`src/rtl/gpu_thread_decoder.sv`:
```
// gpu_thread_decoder
//   Per-lane operand decode stage. Latches one 142-bit warp instruction word,
//   resolves op1/op2 from the register bank, memory or the immediate field,
//   reconciles op2 to op1's size, then holds the resolved bundle for the
//   execute stage.
//
// Ports
//   clk, rst_n                    clock, synchronous active-low reset
//   instr_valid/instr_ready/instr instruction intake (ready only in IDLE)
//   bank_rd_en/idx/data{1,2}      register-bank read, data one cycle after strobe
//   mem_req/out/ack/in{1,2}       memory read, req held until ack
//   dec_valid/dec_ready           decoded bundle handshake
//   dec_opcode, dec_op1, dec_op2, dec_size, dec_dst_is_mem, dec_dst, dec_error
//
// Build option
//   GPU_DECODE_SIGN_EXT_EN : op2 desc bit [2] selects sign extension of a
//   narrower op2; without it a narrower op2 is always zero-extended.

module gpu_thread_decoder (
   input  logic         clk,
   input  logic         rst_n,
   input  logic         instr_valid,
   output logic         instr_ready,
   input  logic [141:0] instr,
   output logic         bank_rd_en1,
   output logic         bank_rd_en2,
   output logic [5:0]   bank_rd_idx1,
   output logic [5:0]   bank_rd_idx2,
   input  logic [63:0]  bank_rd_data1,
   input  logic [63:0]  bank_rd_data2,
   output logic         mem_req1,
   output logic         mem_req2,
   output logic [63:0]  mem_out1,
   output logic [63:0]  mem_out2,
   input  logic         mem_ack1,
   input  logic         mem_ack2,
   input  logic [63:0]  mem_in1,
   input  logic [63:0]  mem_in2,
   output logic         dec_valid,
   input  logic         dec_ready,
   output logic [4:0]   dec_opcode,
   output logic [63:0]  dec_op1,
   output logic [63:0]  dec_op2,
   output logic [1:0]   dec_size,
   output logic         dec_dst_is_mem,
   output logic [63:0]  dec_dst,
   output logic         dec_error
);

   typedef enum logic [1:0] {IDLE, ISSUE, WAIT, OUT} state_t;

   localparam logic [1:0] OP2_REG = 2'b00;
   localparam logic [1:0] OP2_MEM = 2'b01;
   localparam logic [1:0] OP2_IMM = 2'b10;
   localparam logic [1:0] OP2_BAD = 2'b11;

   state_t        state_q, state_d;
   logic [141:0]  ir_q;
   logic [63:0]   op1_q, op2_q;
   logic          done1, done2;

   logic [3:0]    d1;
   logic [4:0]    d2;
   logic          op1_mem, op2_bad, sx;
   logic [1:0]    op2_type;
   logic          op1_res, op2_res;
   logic [63:0]   op1_cur, op2_cur;
   logic [63:0]   m1, m2, op2_ext, rec_op1, rec_op2;
   logic          unused_bits;

   function automatic logic [63:0] size_mask(input logic [1:0] s);
      case (s)
         2'b00:   return 64'h0000_0000_0000_00FF;
         2'b01:   return 64'h0000_0000_0000_FFFF;
         2'b10:   return 64'h0000_0000_FFFF_FFFF;
         default: return 64'hFFFF_FFFF_FFFF_FFFF;
      endcase
   endfunction

   assign d1       = ir_q[136:133];
   assign d2       = ir_q[132:128];
   assign op1_mem  = d1[0];
   assign op2_type = d2[1:0];
   assign op2_bad  = (op2_type == OP2_BAD);

`ifdef GPU_DECODE_SIGN_EXT_EN
   assign sx = d2[2];
`else
   assign sx = 1'b0;
`endif

   // op1 desc bit [1] is reserved; bit [2] of op2 desc only matters with sign extension
   assign unused_bits = ^{ir_q[134], ir_q[130]};

   assign instr_ready    = (state_q == IDLE);
   assign dec_valid      = (state_q == OUT);
   assign bank_rd_en1    = (state_q == ISSUE) && !op1_mem && !op2_bad;
   assign bank_rd_en2    = (state_q == ISSUE) && (op2_type == OP2_REG);
   assign bank_rd_idx1   = ir_q[69:64];
   assign bank_rd_idx2   = ir_q[5:0];
   assign mem_out1       = ir_q[127:64];
   assign mem_out2       = ir_q[63:0];
   assign dec_opcode     = ir_q[141:137];
   assign dec_size       = d1[3:2];
   assign dec_dst_is_mem = op1_mem;
   assign dec_dst        = ir_q[127:64];

   // An operand is resolved if already captured, or if its data is arriving
   // this cycle (bank data in WAIT, or an ack on a pending request). Using the
   // live value lets the last operand and the size fixup share one edge.
   assign op1_res = done1 || (!op1_mem && state_q == WAIT) || (mem_req1 && mem_ack1);
   assign op2_res = done2 || (op2_type == OP2_REG && state_q == WAIT) || (mem_req2 && mem_ack2);
   assign op1_cur = done1 ? op1_q : (op1_mem ? mem_in1 : bank_rd_data1);
   assign op2_cur = done2 ? op2_q : ((op2_type == OP2_MEM) ? mem_in2 : bank_rd_data2);

   always_comb begin
      m1      = size_mask(d1[3:2]);
      m2      = size_mask(d2[4:3]);
      op2_ext = op2_cur & m2;
      // msb of op2's own width set -> fill everything above it
      if (sx && |(op2_ext & ~(m2 >> 1)))
         op2_ext = op2_ext | ~m2;
      rec_op1 = op1_cur & m1;
      rec_op2 = op2_ext & m1;
   end

   always_ff @(posedge clk) begin
      if (!rst_n) state_q <= IDLE;
      else        state_q <= state_d;
   end

   always_comb begin
      state_d = state_q;
      case (state_q)
         IDLE:    if (instr_valid) state_d = ISSUE;
         ISSUE:   state_d = op2_bad ? OUT : WAIT;
         WAIT:    if (op1_res && op2_res) state_d = OUT;
         OUT:     if (dec_ready) state_d = IDLE;
         default: state_d = IDLE;
      endcase
   end

   always_ff @(posedge clk) begin
      if (!rst_n) begin
         ir_q      <= '0;
         op1_q     <= '0;
         op2_q     <= '0;
         done1     <= 1'b0;
         done2     <= 1'b0;
         mem_req1  <= 1'b0;
         mem_req2  <= 1'b0;
         dec_op1   <= '0;
         dec_op2   <= '0;
         dec_error <= 1'b0;
      end else begin
         if (state_q == IDLE && instr_valid) begin
            ir_q     <= instr;
            op2_q    <= instr[63:0];      // immediate is resolved at intake
            done1    <= 1'b0;
            done2    <= (instr[129:128] == OP2_IMM);
            // requests go up with the accept edge so an ack can land in ISSUE
            mem_req1 <= instr[133] && (instr[129:128] != OP2_BAD);
            mem_req2 <= (instr[129:128] == OP2_MEM);
         end
         if (mem_req1 && mem_ack1) begin
            op1_q    <= mem_in1;
            done1    <= 1'b1;
            mem_req1 <= 1'b0;
         end
         if (mem_req2 && mem_ack2) begin
            op2_q    <= mem_in2;
            done2    <= 1'b1;
            mem_req2 <= 1'b0;
         end
         if (state_q == WAIT && !done1 && !op1_mem) begin
            op1_q <= bank_rd_data1;
            done1 <= 1'b1;
         end
         if (state_q == WAIT && !done2 && op2_type == OP2_REG) begin
            op2_q <= bank_rd_data2;
            done2 <= 1'b1;
         end
         if (state_q == ISSUE && op2_bad) begin
            dec_op1   <= '0;
            dec_op2   <= '0;
            dec_error <= 1'b1;
         end
         if (state_q == WAIT && op1_res && op2_res) begin
            dec_op1   <= rec_op1;
            dec_op2   <= rec_op2;
            dec_error <= 1'b0;
         end
      end
   end

endmodule

```
`config.mk`:
```
export PLATFORM = sky130hd
export DESIGN_NAME = gpu_thread_decoder
export DESIGN_NICKNAME = d
export VERILOG_FILES = /design/src/rtl/gpu_thread_decoder.sv
export SDC_FILE = /design/constraint.sdc
export NUM_CORES = 1
export LEC_CHECK = 0
export BUFFER_PORTS_ARGS = -buffer_cell sky130_fd_sc_hd__clkbuf_2
export CAP_MARGIN = 20
export CORE_AREA = 5 5 287 289
export DETAILED_ROUTE_END_ITERATION = 8
export DIE_AREA = 0 0 292 294
export GPL_ROUTABILITY_DRIVEN = 0
export MAX_ROUTING_LAYER = met4
export PLACE_DENSITY = 0.54
export SKIP_LAST_GASP = 1
export SLEW_MARGIN = 20
export SYNTH_ARGS = -nofsm -noshare
export SYNTH_HDL_FRONTEND = slang
export SYNTH_SLANG_ARGS = --single-unit
```
`constraint.sdc`:
```
create_clock -name clk -period 2 [get_ports clk]
set_input_delay 0.1 -clock clk [delete_from_list [all_inputs] [get_ports clk]]
set_output_delay 0.1 -clock clk [all_outputs]
set_load 0.005 [all_outputs]
```
======== Word-level counts from Yosys, hierarchy flattened ========
Cells that the tools add are included.
storage, ports and cells
  flip-flop bits (word level) ............. 405
  input bits .............................. 404
  output and inout bits ................... 347
  logic and storage cells ................. 92
cells by class
  equality and inequality tests ........... 15
  muxes and demuxes ....................... 25
  bitwise logic cells ..................... 4
  reduce and logical (&&, ||, !) cells .... 37
operators with widths
  cell                number
  $mux 64             12
  $pmux 64 s3         2
  $and 64x64->64      3
  $logic_and 1x1->1   17
  $eq 2x2->1 const B  6
  $eq 2x1->1 const B  5
  $logic_not 2->1     4
  $pmux 2 s4          1
  $mux 1              7
  $mux 2              3
  $reduce_bool 3->1   2
  $reduce_or 2->1     3
  $logic_not 1->1     4
  $logic_or 1x1->1    4
  $ne 2x1->1 const B  2
  $ne 2x2->1 const B  2
  $reduce_bool 2->1   2
  $reduce_and 3->1    1
  $not 1->1           1

======== Longest topological paths before layout ========
  depth in word-level cells ............... 7
  gate-level depth with buffers ........... 9
  gate-level depth less buffers ........... 6

======== Worst setup path before layout ========
Ideal clock, no wire load.
  path type ............................... register to register
  start point ............................. register state_q[0]
  end point ............................... register op2_q[57]
  library setup time ...................... 71 ps
  arrival ................................. 1911 ps
  required time ........................... 1929 ps
  slack ................................... 18 ps
  cell stages (with the launch flop) ...... 10
  buffers on the path ..................... 3
  period minus slack after synthesis ...... 1982 ps
  path through ............................ dfxtp_1 -> inv_1 -> ha_1 -> or4b_1 -> clkbuf_1 -> and3_1 -> buf_6 -> buf_6 -> a211o_1 -> a21oi_2
between the ends
  cells in the longest elaborated chain, start to end .. 4
  elaborated cells between the ends (all ways) .. 7
  classes of those cells .................. eq/ne: 1; mux: 1; reduce/logical: 5
RTL lines
  element                                                        line  source
  start, declared                                                57    state_t state_q, state_d;
  start signal, assigned                                         129   else state_q <= state_d;
  $eq 2x2->1                                                     179   if (state_q == WAIT && !done2 && op2_type == OP2_REG) begin
  $logic_and 1x1->1 (2 in a row)                                 179
  $reduce_bool 3->1 (no source line) or $mux 64 (tied branches)  n/a
  end signal, assigned                                           158   op2_q <= instr[63:0];
  end signal, assigned                                           171   op2_q <= mem_in2;
  end signal, assigned                                           180   op2_q <= bank_rd_data2;
  end, declared                                                  59    logic [63:0] op1_q, op2_q;
Parallel ways exist; a longest one is shown, timed or not.
A chain may end at the register's enable or synchronous reset.

======== Worst setup path after layout ========
  start point ............................. register state_q[0]
  end point ............................... register op2_q[44]
The elaborated chain is that of the path after synthesis.

==> results.sh <==
export IMPL_rsz0062_at_grt="true"
export IMPL_grt_pass1_wl_mm=120
export IMPL_clkSlewWorstSetupHoldPaths_ps=60
export IMPL_clk_latency_ps=600
export IMPL_cp_slowest_cell="or4b_4"
export IMPL_grt_max_degree=130
export IMPL_ant_nets=0
export IMPL_start_kind="flip-flop"
export IMPL_syn_nets=2794
export IMPL_critPathKind="reg2reg"
export IMPL_grt_pass1_vias=19990
export IMPL_hold_path_startpoint="mem_in2[32]"
export IMPL_synth_main_ff_cell="dfxtp_1"
export IMPL_slew_headroom_pct=54.1
export IMPL_cp_top_family="simple AND/OR/NAND/NOR gates"
export IMPL_min_to="dec_op2[32]$_SDFFE_PN0P_"
export IMPL_ys_seq_area_share_pct=41.1
export IMPL_intPower_w=0.0192
export IMPL_multi_input_comb_area_sq_um=9330
export IMPL_h_tree_depth=2
export IMPL_finalWirelength_mm=83.8
export IMPL_worstPathRequired_ps=2530
export IMPL_min_path_cells=4
export IMPL_endpoint_kind="flip-flop"
export IMPL_utilization_pct=37.2
export IMPL_netlist_area_sq_um=19600
export IMPL_power_switching_w=0.0103
export IMPL_post_synth_top_area_cell="dfxtp_1"
export IMPL_p_comb_share_pct=34.9
export IMPL_switching_share_pct=35.0
export IMPL_synthTopCellsByCount="555 x nand2_1, 403 x dfxtp_1, 216 x a21oi_1"
export IMPL_fin_nets=3691
export IMPL_timing_critical_path_buf_inv=3
export IMPL_hold_path_class="in2reg"
export IMPL_clock_skew_ps=32.0
export IMPL_power_density_nw_per_um2=998
export IMPL_finalCritPeriodShare_pct=98.6
export IMPL_ir_drop_uv=499
export IMPL_die_x_um=292
export IMPL_yosys_warnings=0
export IMPL_hold_slack_ps=71.6
export IMPL_ys_ff_latch=403
export IMPL_clock_path_buffers=3
export IMPL_status="finished clean"
export IMPL_drv_cap=0
export IMPL_clock_tree_root_cell="clkbuf_16"
export IMPL_path_max_fanout=8
export IMPL_vias_per_cell=4.63
export IMPL_clock_sinks=403
export IMPL_overflow=0
export IMPL_antenna_found_initial=1
export IMPL_setup_viol=0
export IMPL_regArea_sq_um=8080
export IMPL_yosys_top_cells_area="dfxtp_1 41%, nand2_1 11%, mux2i_1 9.8%, buf_4 8.1%, a21oi_1 5.5%"
export IMPL_rr_startpoint="state_q[0]$_SDFFE_PN0P_"
export IMPL_clock_power_share_pct=30.2
export IMPL_final_max_slew_viol_count=0
export IMPL_synth_edf_count=0
export IMPL_async_reset_ff_share_pct=0
export IMPL_crit_arrival_ps=2500
export IMPL_path_cells="inv_2, ha_4, or4b_4, and3_4, buf_12, clkbuf_16, a211o_1, a21oi_2"
export IMPL_r2r_cells=8
export IMPL_core_area_sq_um=79600
export IMPL_avgRoutedWirePerCell_um=19.1
export IMPL_drc=0
export IMPL_rr_endpoint="op2_q[44]$_SDFFE_PN0P_"
export IMPL_cts_made_buffers=50
export IMPL_io_buffers=748
export IMPL_dp_hpwl_mm=56.4
export IMPL_yosysMostFrequentCell="nand2_1"
export IMPL_fill_cells=8137
export IMPL_rows=104
export IMPL_drive_above_1_share_pct=30.9
export IMPL_syn_to_final_growth_pct=50.9
export IMPL_start_util_pct=24.7
export IMPL_syn_area_per_cell_sq_um=8.24
export IMPL_r2r_setup_slack_ps=30
export IMPL_yosys_area_top_type_share_pct=41.1
export IMPL_worst_slew_pin_slew_ps=688
export IMPL_cts_tree="done"
export IMPL_chipHeight_um=294
export IMPL_die_area_sq_um=85800
export IMPL_power_leakage_nw=13.4
export IMPL_finalHoldViolCount=0
export IMPL_dr_first_iter_drc_count=1186
export IMPL_grtUsageTotal_pct=18.0
export IMPL_dr_pass1_iters=5
export IMPL_pwr_share_seq_pct=34.9
export IMPL_num_vias=20261
export IMPL_netlist_instances=2384
export IMPL_tns_ps=0
export IMPL_critPathMaxStageDelay_ps=470
export IMPL_yosysUniqueCellTypes=39
export IMPL_max_freq_mhz=507
export IMPL_layout_min_cycle_time_ps=1970
export IMPL_num_io_pins=751
[state kept, by name (all words and copies together) (netlist names)]
signal     cells
ir_q         140
dec_op1       64
dec_op2       64
op1_q         64
op2_q         64
state_q        2
dec_error      1
done1          1
done2          1
mem_req1       1
mem_req2       1
[tightest hold or removal path: stages]
cell and delay [ps]:
clkbuf_2 110, mux2i_1 70, o21ai_0 220, a22o_1 130
[what timing repair did]
| action | CTS | global route |
|---|---|---|
| endpoints found under the setup margin | 11 | 109 |
| cloned | 0 | 17 |
| hold buffers | 396 | 0 |
| setup buffers | 0 | 9 |
| pin swaps | 1 | 21 |
| endpoints found under the hold margin | 388 | 0 |
| gates resized for setup | 5 | 40 |
[power groups by stage]
stage	logic (W)	clock network, W	registers [W]
finish	0.0103	0.00894	0.0103
global route	0.0113	0.00951	0.0105
CTS	0.00934	0.00921	0.0103
detailed placement	0.00863	0	0.0104
global placement	0.00859	0	0.0104
floorplan	0.00614	0	0.0102
[placed cells by master, fill, tap and decap left out, types with 3 or more instances in the layout]
| master | instances |
|---|---|
| o2bb2ai_1 | 56 |
| dfxtp_1 | 398 |
| a22o_1 | 72 |
| o21ai_0 | 72 |
| clkbuf_2 | 747 |
| nand2_2 | 9 |
| buf_6 | 7 |
| buf_4 | 47 |
| a311oi_2 | 3 |
| a211o_1 | 64 |
| ha_4 | 3 |
| inv_1 | 4 |
| ha_1 | 3 |
| clkbuf_8 | 9 |
| dfxtp_4 | 3 |
| nor2_1 | 187 |
| dlygate4sd3_1 | 396 |
| clkinv_2 | 10 |
| clkbuf_16 | 62 |
| a311oi_1 | 61 |
| nand2_1 | 544 |
| clkinv_4 | 4 |
| clkbuf_1 | 13 |
| a21oi_1 | 210 |
| mux2i_1 | 193 |
| a21oi_2 | 55 |
| buf_12 | 39 |
[stage by stage]
stage / instances / area [sq um] / power (W) / setup slack, ps
global placement: 3868 / 23500 / 0.0190 / 30.6
global route: 4379 / 29600 / 0.0313 / -49.1
finish: 4380 / 29600 / 0.0296 / 27.3
detailed placement: 3868 / 23500 / 0.0191 / 33.3
floorplan: 2384 / 19600 / 0.0163 / 17.8
CTS: 4353 / 29100 / 0.0288 / -6.65
[metal layers]
metal  vias up  routed length, um  track usage (%)  share of wire, %
met1      9640              35600             22.2                42
li1       9802                  -                -                 -
met4         0               2370             5.41               2.8
met2       684              40700             30.0                49
met5         -                  0                -                 0
met3       135               5170             3.66               6.2
[logic make-up after synthesis]
logic type / count (synthesis) / synth area share [%]
AOI/OAI and AO/OA: 605 / 21.4
adders and majority gates: 6 / 0.382
buffers and inverters: 414 / 12.4
DFF: 403 / 41.1
muxes: 193 / 9.83
and+or+nand+nor: 763 / 14.9
[worst max path at each step]
| stage | from | end | slack (ps) | cells past startpoint |
|---|---|---|---|---|
| floorplan | state_q[0]$_SDFFE_PN0P_ | op2_q[57]$_SDFFE_PN0P_ | 20 | 9 |
| global placement | state_q[0]$_SDFFE_PN0P_ | op2_q[11]$_SDFFE_PN0P_ | 30 | 7 |
| detailed placement | state_q[0]$_SDFFE_PN0P_ | op2_q[6]$_SDFFE_PN0P_ | 30 | 7 |
| CTS | state_q[0]$_SDFFE_PN0P_ | op2_q[6]$_SDFFE_PN0P_ | -7 | 7 |
| global route | state_q[0]$_SDFFE_PN0P_ | op2_q[62]$_SDFFE_PN0P_ | -50 | 8 |
| finish | state_q[0]$_SDFFE_PN0P_ | op2_q[44]$_SDFFE_PN0P_ | 30 | 8 |
[layout make-up]
cell class | count | area share [%]
Sequential cell | 403 | 27.3
Clock buffer | 72 | 4.84
Inverter | 8 | 0.139
Multi-Input combinational cell | 1568 | 31.5
Tap cell | 1060 | 4.47
Timing Repair Buffer | 1250 | 31.2
Antenna cell | 1 | 0.00844
Clock inverter | 18 | 0.612
(Power assumes the default switching activity.)
